File: src/rtl/line_buf_pkg.sv
// Shared definitions for the binary line buffer and the averaging filter.
// The filter imports column_t so both ends agree on the bit order of a
// vertical column.
package line_buf_pkg;

  localparam int HRES_DEF = 1280;
  localparam int VRES_DEF = 720;
  localparam int HCOUNT_W = 11;
  localparam int VCOUNT_W = 10;

  // One vertical 3-pixel column: [ROW_CUR] newest row, [ROW_UP2] oldest row.
  typedef logic [2:0] column_t;

  localparam int ROW_CUR = 0;
  localparam int ROW_UP1 = 1;
  localparam int ROW_UP2 = 2;

  // Everything a pixel carries while it travels through the first stage.
  typedef struct packed {
    logic                valid;
    logic                pixel;
    logic [HCOUNT_W-1:0] hcount;
    logic [VCOUNT_W-1:0] vcount;
  } stage_t;

  // Row above v, wrapping to the last line of the frame when v is the top row.
  function automatic logic [VCOUNT_W-1:0] prevRow(input logic [VCOUNT_W-1:0] v,
                                                  input int vres);
    if (v == '0) begin
      return VCOUNT_W'(vres - 1);
    end
    return v - VCOUNT_W'(1);
  endfunction

endpackage

File: src/rtl/binary_line_ram.sv
// Single-bit line memory: one write port and one read port with a
// registered read (data appears one cycle after rd_en_i). Contents are
// never reset; stale data simply waits to be overwritten.
module binary_line_ram #(
  parameter int DEPTH = 1280,
  parameter int AW    = 11
) (
  input  logic          clk_i,
  input  logic          rd_en_i,
  input  logic [AW-1:0] rd_addr_i,
  output logic          rd_data_o,
  input  logic          wr_en_i,
  input  logic [AW-1:0] wr_addr_i,
  input  logic          wr_data_i
);

  logic mem_q [DEPTH];
  logic rdData_q;

  // Synchronous write and registered read; a simultaneous read and write
  // always target different addresses within a line, so no bypass exists.
  always_ff @(posedge clk_i) begin
    if (wr_en_i) begin
      mem_q[wr_addr_i] <= wr_data_i;
    end
    if (rd_en_i) begin
      rdData_q <= mem_q[rd_addr_i];
    end
  end

  assign rd_data_o = rdData_q;

endmodule

File: src/rtl/binary_line_buffer.sv
// Line buffer in front of the 3-row binary averaging filter. For every
// accepted pixel it emits the column {row y-2, row y-1, row y} at the same
// hcount, two cycles later, using two single-bit line RAMs that shift rows
// down by one as each pixel passes.
// Optional build macro EDGE_ZERO_PAD_EN: zero the column bits that would
// come from rows above the top of the frame instead of last frame's lines.
module binary_line_buffer
  import line_buf_pkg::*;
#(
  parameter int HRES = HRES_DEF,
  parameter int VRES = VRES_DEF
) (
  input  logic                clk_in,
  input  logic                rst_in,
  input  logic                pixel_in,
  input  logic [HCOUNT_W-1:0] hcount_in,
  input  logic [VCOUNT_W-1:0] vcount_in,
  input  logic                data_valid_in,
  output column_t             data_out,
  output logic [HCOUNT_W-1:0] hcount_out,
  output logic [VCOUNT_W-1:0] vcount_out,
  output logic                data_valid_out
);

  localparam int AW = (HRES > 1) ? $clog2(HRES) : 1;

  logic                accept;
  logic [AW-1:0]       rdAddr;
  logic [AW-1:0]       wrAddr;
  logic                wrEn;
  logic                line0Rd;
  logic                line1Rd;
  column_t             column;

  stage_t              s1_q, s1_d;
  column_t             dataOut_q, dataOut_d;
  logic [HCOUNT_W-1:0] hcountOut_q, hcountOut_d;
  logic [VCOUNT_W-1:0] vcountOut_q, vcountOut_d;
  logic                validOut_q, validOut_d;

  assign accept = data_valid_in
                  && (hcount_in < HCOUNT_W'(HRES))
                  && (vcount_in < VCOUNT_W'(VRES));
  assign rdAddr = hcount_in[AW-1:0];
  assign wrAddr = s1_q.hcount[AW-1:0];
  assign wrEn   = s1_q.valid && !rst_in;

  // line0 holds row y-1; its old contents fall into line1 (row y-2) on write.
  binary_line_ram #(.DEPTH(HRES), .AW(AW)) uLine0 (
    .clk_i     (clk_in),
    .rd_en_i   (accept),
    .rd_addr_i (rdAddr),
    .rd_data_o (line0Rd),
    .wr_en_i   (wrEn),
    .wr_addr_i (wrAddr),
    .wr_data_i (s1_q.pixel)
  );

  binary_line_ram #(.DEPTH(HRES), .AW(AW)) uLine1 (
    .clk_i     (clk_in),
    .rd_en_i   (accept),
    .rd_addr_i (rdAddr),
    .rd_data_o (line1Rd),
    .wr_en_i   (wrEn),
    .wr_addr_i (wrAddr),
    .wr_data_i (line0Rd)
  );

  // Stage 1 captures the accepted pixel and its coordinates alongside the RAM read.
  always_comb begin
    s1_d       = s1_q;
    s1_d.valid = accept;
    if (accept) begin
      s1_d.pixel  = pixel_in;
      s1_d.hcount = hcount_in;
      s1_d.vcount = vcount_in;
    end
  end

  // Assemble the column from RAM read data and the registered pixel.
  always_comb begin
    column          = '0;
    column[ROW_CUR] = s1_q.pixel;
    column[ROW_UP1] = line0Rd;
    column[ROW_UP2] = line1Rd;
`ifdef EDGE_ZERO_PAD_EN
    if (s1_q.vcount == VCOUNT_W'(0)) begin
      column[ROW_UP1] = 1'b0;
      column[ROW_UP2] = 1'b0;
    end else if (s1_q.vcount == VCOUNT_W'(1)) begin
      column[ROW_UP2] = 1'b0;
    end
`endif
  end

  // Stage 2 registers the outputs; the centre row is the row above the input.
  always_comb begin
    validOut_d  = s1_q.valid;
    dataOut_d   = dataOut_q;
    hcountOut_d = hcountOut_q;
    vcountOut_d = vcountOut_q;
    if (s1_q.valid) begin
      dataOut_d   = column;
      hcountOut_d = s1_q.hcount;
      vcountOut_d = prevRow(s1_q.vcount, VRES);
    end
  end

  // Pipeline registers; reset drops any pixels in flight.
  always_ff @(posedge clk_in) begin
    if (rst_in) begin
      s1_q        <= '0;
      dataOut_q   <= '0;
      hcountOut_q <= '0;
      vcountOut_q <= '0;
      validOut_q  <= 1'b0;
    end else begin
      s1_q        <= s1_d;
      dataOut_q   <= dataOut_d;
      hcountOut_q <= hcountOut_d;
      vcountOut_q <= vcountOut_d;
      validOut_q  <= validOut_d;
    end
  end

  assign data_out       = dataOut_q;
  assign hcount_out     = hcountOut_q;
  assign vcount_out     = vcountOut_q;
  assign data_valid_out = validOut_q;

endmodule

File: config.mk
export PLATFORM = sky130hd
export DESIGN_NAME = binary_line_buffer
export DESIGN_NICKNAME = d
export VERILOG_FILES = /design/src/rtl/line_buf_pkg.sv /design/src/rtl/binary_line_ram.sv /design/src/rtl/binary_line_buffer.sv
export SDC_FILE = /design/constraint.sdc
export NUM_CORES = 2
export LEC_CHECK = 0
export CAP_MARGIN = 25
export CELL_PAD_IN_SITES_DETAIL_PLACEMENT = 0
export CELL_PAD_IN_SITES_GLOBAL_PLACEMENT = 2
export CORE_ASPECT_RATIO = 1.1
export CORE_UTILIZATION = 43
export CTS_CLUSTER_DIAMETER = 150
export DETAILED_ROUTE_END_ITERATION = 10
export PLACE_DENSITY = 0.85
export SYNTH_ARGS = -nofsm -noshare
export SYNTH_HDL_FRONTEND = slang
export SYNTH_HIERARCHICAL = 1
export SYNTH_SLANG_ARGS = --single-unit
File: constraint.sdc
create_clock -name clk_in -period 18.06 [get_ports clk_in]
set_input_delay 3.612 -clock clk_in [delete_from_list [all_inputs] [get_ports clk_in]]
set_output_delay 3.612 -clock clk_in [all_outputs]
set_load 0.005 [all_outputs]
# After elaboration in Yosys (flattened, before gate mapping)
# Memory sizes are Yosys's and may differ from the RTL's. A register that Yosys moved wholly into a read port is not among the register bits.
# Index checks and enable logic that the tools add are counted.
dict set report totals {
  ff_bits 48
  ram_bits 2560
  inputBits 25
  output_inout_bits 25
  word_cells 24
  n_memories 2
}
# name depth width rd rd_ports_with_merged_regs wr line_no
set memory_table {}
lappend memory_table {uLine0.mem_q 1280 1 1 1 1 binary_line_ram.sv:17} ;# logic mem_q [DEPTH];
lappend memory_table {uLine1.mem_q 1280 1 1 1 1 binary_line_ram.sv:17}
dict set report classes {
  add_sub_neg 1
  order_cmp 2
  n_mux 6
  n_reduce_logical 5
}
# operator count
set op_table {}
lappend op_table {{$mux W10} 2}
lappend op_table {{$lt A11 B11 Y1 const B} 1}
lappend op_table {{$logic_not A10 Y1} 1}
lappend op_table {{$lt A10 B10 Y1 const B} 1}
lappend op_table {{$sub A10 B1 Y10 const B} 1}
lappend op_table {{$mux W1} 4}
lappend op_table {{$logic_and A1 B1 Y1} 3}
lappend op_table {{$logic_not A1 Y1} 1}

# Depth between registers and ports, before layout
dict set report depth {
  depth_word 4
  ltp_mapped 13
  mapped_depth_nobuf 8
}

# Hierarchy
# Netlist, hierarchy kept.
# mod instances cells_each area_each_um2 seq_area_each_um2
set by_module_without_submodules {}
lappend by_module_without_submodules {binary_line_ram 2 3730 55356.8 38466.9}
lappend by_module_without_submodules {binary_line_buffer 1 195 1903.1 960.9}

# Worst setup path before layout
# Ideal clock, no wire load.
dict set report synth_path {
  path_type {reg2reg}
  start {register s1_q (netlist bit column[0])}
  end {memory uLine0.mem_q[0] (data pin)}
  setup_ns 3.472
  arrival_time_ns 15.880
  required_time_ns 14.588
  slack_ns -1.292
  stages_incl_launch_ff 1
  n_path_buf 0
  synth_period_minus_slack_ns 19.352
  cell_sequence {dfxtp_1}
}
# item line_no
set synth_lines {}
lappend synth_lines {{start: declaration} binary_line_buffer.sv:35} ;# stage_t s1_q, s1_d;
lappend synth_lines {{start signal: assignment} binary_line_buffer.sv:112} ;# s1_q <= '0;
lappend synth_lines {{start signal: assignment} binary_line_buffer.sv:118} ;# s1_q <= s1_d;
lappend synth_lines {{end: declaration} binary_line_ram.sv:17}
# Straight into the memory's write port.

# Worst setup path in the final report
dict set report layout_path {
  start {input hcount_in[0]}
  end {register uLine1.rdData_q, in the netlist uLine1/rd_data_o, read port of uLine1.mem_q (data pin)}
}
dict set report layout_via {
  elab_chain_len 3
}
# item line_no
set layout_lines {}
lappend layout_lines {{start: declaration} binary_line_buffer.sv:16} ;# input logic [HCOUNT_W-1:0] hcount_in,
lappend layout_lines {{$lt A11 B11 Y1} binary_line_buffer.sv:42} ;# && (hcount_in < HCOUNT_W'(HRES))
lappend layout_lines {{$logic_and A1 B1 Y1} binary_line_buffer.sv:42}
lappend layout_lines {{$logic_and A1 B1 Y1} binary_line_buffer.sv:43} ;# && (vcount_in < VCOUNT_W'(VRES));
lappend layout_lines {{end: declaration} binary_line_ram.sv:18} ;# logic rdData_q;
# Several ways; a longest one is shown, not always the timed one.
# A chain may end at the register's enable or synchronous reset.

==> impl_metrics.csv <==
group,metric,value,unit
timing,finalClockSkew,48.55,ps
min_path,hp-class,"flop to flop",
worst_setup_path,r2r_setup_slack,13820,ps
power_and_ir_drop,p_leak,36.22,nW
placement,port-buffer-count,49,
timing,fmax,0.1211,GHz
finish,area_growth,12.54,%
grt,grt_pass1_vias,65681,
clock_network,cts_tree,"built",
clock_network,holdBufCountCts,0,
grt,grt_pass1_wl,455.9,mm
min_path,min-delay-start,"vcount_out[4]$_SDFFE_PP0P_",
timing,rsz0062_at_grt,"false",
worst_setup_path,critical_path_class,"input port to flop",
clock_network,clk_latency,880,ps
detailed_routing,wl_per_cell,28.71,um
floorplan,coreArea,259700,sq um
grt,gr-usage-all-layers,23.73,%
yosys,synth_nets,7681,
finish,layout_commonest_cell,"nor2_1",
worst_setup_path,required,18590,ps
worst_setup_path,cp_slowest_stage_delay,810,ps
finish,fin_cells,11116,
floorplan,io_pins,50,
placement,gp_congestion,0.7970,
clock_network,clockBufferDepth,4,
grt,antenna_found_initial,10,
detailed_routing,postRouteAntennaNets,0,
yosys,avgSynthCellArea,14.71,sq um
floorplan,start_util,43.36,%
floorplan,die_area,264000,sq um
finish,fill_cells,21847,
power_and_ir_drop,p_per_area,99.75,nW/um^2
worst_setup_path,r2r_cells,6,
finish,layout_common_cells,"2,649 x nor2_1, 2,562 x edfxtp_1, 642 x mux4_2",
grt,grt_max_degree,317,
detailed_routing,drt_iter0_markers,9713,
worst_setup_path,timing.rr.end,"uLine0/mem_q[976]$_DFFE_PP_",
clock_network,post_cts_buffers,0,
worst_setup_path,rr_startpoint,"validOut_d$_SDFF_PP0_",
run_status,run_status,"complete, but fails checks",
placement,dpl-instance-area,116700,sq um
min_path,whs_path_depth,2,
worst_setup_path,path_buf_inv,3,
grt,grt_use_met2,38.80,%
grt,busiest_layer,"met2",
floorplan,die_h,538.7,um
detailed_routing,routed_via_density,6.054,
clock_network,cts_root_buf,"clkbuf_16",
grt,grt_overflow,0,
finish,ff_latch_area,77900,sq um
floorplan,rows,196,
detailed_routing,drt_pre_antenna_iters,6,
detailed_routing,routed_wl,319.2,mm
power_and_ir_drop,irDropWorstVdd,0.06003,mV
min_path,hold_path_end,"vcount_out[4]$_SDFFE_PP0P_",
yosys,synth_edf_count,2562,
timing,hold_violations,0,
clock_network,cts_buffers,273,
finish,design_area,126700,sq um
clock_network,cts.reportedPaths.clkPinSlew,60,ps
clock_network,clkSinkCount,2610,
yosys,synth_area,112600,sq um
worst_setup_path,crit_family,"compound AO/OA/AOI/OAI gates",
finish,multi_input_area,32200,sq um
yosys,ys_seq_elements,2610,
detailed_routing,via_count,67295,
yosys,yosys_warnings,6,
timing,period_minus_slack,8256,ps
worst_setup_path,cp-end-kind,"flop",
worst_setup_path,path_cells,"buf_8, buf_12, buf_4, mux4_2, a22o_1, a221oi_1, o22ai_1, nor4b_1, a311oi_1, o311ai_1, nand3_1",
timing,tightest_slew,1557,ps
worst_setup_path,cp_slowest_cell,"o311ai_1",
timing,slew_viol_final,89,
placement,dp_hpwl,165.5,mm
flow_run,maxCapViolCount,0,
worst_setup_path,arrival,8790,ps
finish,drive_gt1_share,17.55,%
worst_setup_path,cp-start-kind,"input port",
run_status,violations,"slew limit",
yosys,synth-main-ff-cell,"edfxtp_1",
yosys,synthCells,7655,
grt,use_met1,32.38,%
timing,setup_viol,0,
worst_setup_path,crit_fanout,90,
floorplan,die_width,489.9,um
clock_network,htree_levels,5,
clock_network,postCtsResizedCells,0,
yosys,yosysUniqueCellTypes,66,
finish,layout.nets,7479,
timing,max_slew_margin,-3.810,%
yosys,async_reset_ff_share,0,%
placement,dp_cells,10574,
detailed_routing,drc_errors,0,
grt,use_met3,4.327,%
yosys,ys_seq_area_share,69.17,%
finish,utilization,48.80,%
timing,fin_crit_sh,45.72,%
-- synthesized netlist by cell type (all sizes together), types with 9 or more instances --
| cell type | count | area share [%] |
|---|---|---|
| mux4 | 662 | 13 |
| a211oi | 13 | 0.087 |
| buf | 302 | 1.5 |
| o22ai | 20 | 0.11 |
| mux2 | 10 | 0.10 |
| nand2b | 14 | 0.078 |
| edfxtp | 2562 | 68 |
| nand2 | 235 | 0.78 |
| nor3b | 20 | 0.13 |
| dfxtp | 48 | 0.85 |
| clkbuf | 458 | 1.5 |
| o21ai | 29 | 0.13 |
| inv | 17 | 0.057 |
| nor2 | 2652 | 8.8 |
| a311oi | 11 | 0.086 |
| and3b | 10 | 0.078 |
| a21oi | 38 | 0.17 |
| nor3 | 18 | 0.080 |
| a22oi | 80 | 0.53 |
| nor4 | 9 | 0.050 |
| o211ai | 18 | 0.12 |
| nand4 | 22 | 0.12 |
| nand3 | 90 | 0.40 |
| a221oi | 34 | 0.26 |
| mux2i | 168 | 1.5 |
| nor2b | 16 | 0.089 |
-- registers in the layout, summed over array words and instances (netlist names), 3 cells and up --
register      cells
hcount_out       11
vcount_out       10
uLine0/mem_q   1280
uLine1/mem_q   1280
s1_q             10
data_out          3
wrAddr           11
-- worst max path at each step --
stage                                          start                         end  cells past startpoint
after floorplan           uLine0/rd_data_o$_DFFE_PP_   uLine1/mem_q[0]$_DFFE_PP_                      0
after CTS                               hcount_in[0]  uLine1/rd_data_o$_DFFE_PP_                     10
after detailed placement                hcount_in[0]  uLine1/rd_data_o$_DFFE_PP_                     11
final                                   hcount_in[0]  uLine1/rd_data_o$_DFFE_PP_                     11
after global placement                  hcount_in[0]  uLine1/rd_data_o$_DFFE_PP_                     10
after global routing                    hcount_in[0]  uLine1/rd_data_o$_DFFE_PP_                     10
-- worst min-delay path: stages, from the launching register on --
cell and delay [ps]:
dfxtp_1 310, nor2_1 80, a211oi_1 50
-- cell type report --
| type | instances | share of cell area [%] |
|---|---|---|
| Clock inverter | 110 | 0.6605 |
| Clock buffer | 360 | 5.806 |
| Inverter | 17 | 0.05430 |
| Multi-Input combinational cell | 4268 | 25.40 |
| Tap cell | 3465 | 3.421 |
| Sequential cell | 2610 | 61.47 |
| Antenna cell | 3 | 0.005923 |
| Timing Repair Buffer | 283 | 3.184 |
-- report_power, final --
group | switching (mW) | total (mW) | leakage, nW | internal (mW)
registers | 0.00834 | 6.68 | 22.6 | 6.67
logic | 0.420 | 0.655 | 9.65 | 0.234
clock network | 2.32 | 5.31 | 3.98 | 2.99
-- stage by stage --
step | hold WS [ps] | setup WS, ps | setup TNS, ps | total power [mW]
after floorplan | 456.3 | -192.7 | -246710 | 7.318
after global placement | 476.1 | 8990 | 0 | 7.424
after detailed placement | 482.9 | 9031 | 0 | 7.437
after CTS | 490.8 | 9891 | 0 | 12.69
after global routing | 508.1 | 9487 | 0 | 12.96
final | 489.5 | 9804 | 0 | 12.64
-- kinds of logic (layout without fill, tap and decap cells) --
group                    count (synthesis)  after routing  synth area share [%]
AND/OR/NAND/NOR                       3121           3121                 10.89
flip-flops                            2610           2610                 69.17
multiplexers                           840            840                 14.90
buffers and inverters                  777            770                 3.041
AO/OA/AOI/OAI                          302            302                 1.959
XOR/XNOR                                 4              4               0.03111
adder cells (fa/ha/maj)                  1              1               0.01111
other                                    0              3                     0
-- routing by layer --
metal,share of wire (%),vias up
met2,48,3569
met1,38,35333
met3,11,569
met4,2.9,12
li1,-,27812
met5,0.028,-
Note: power is estimated with default switching activity, not from simulation.
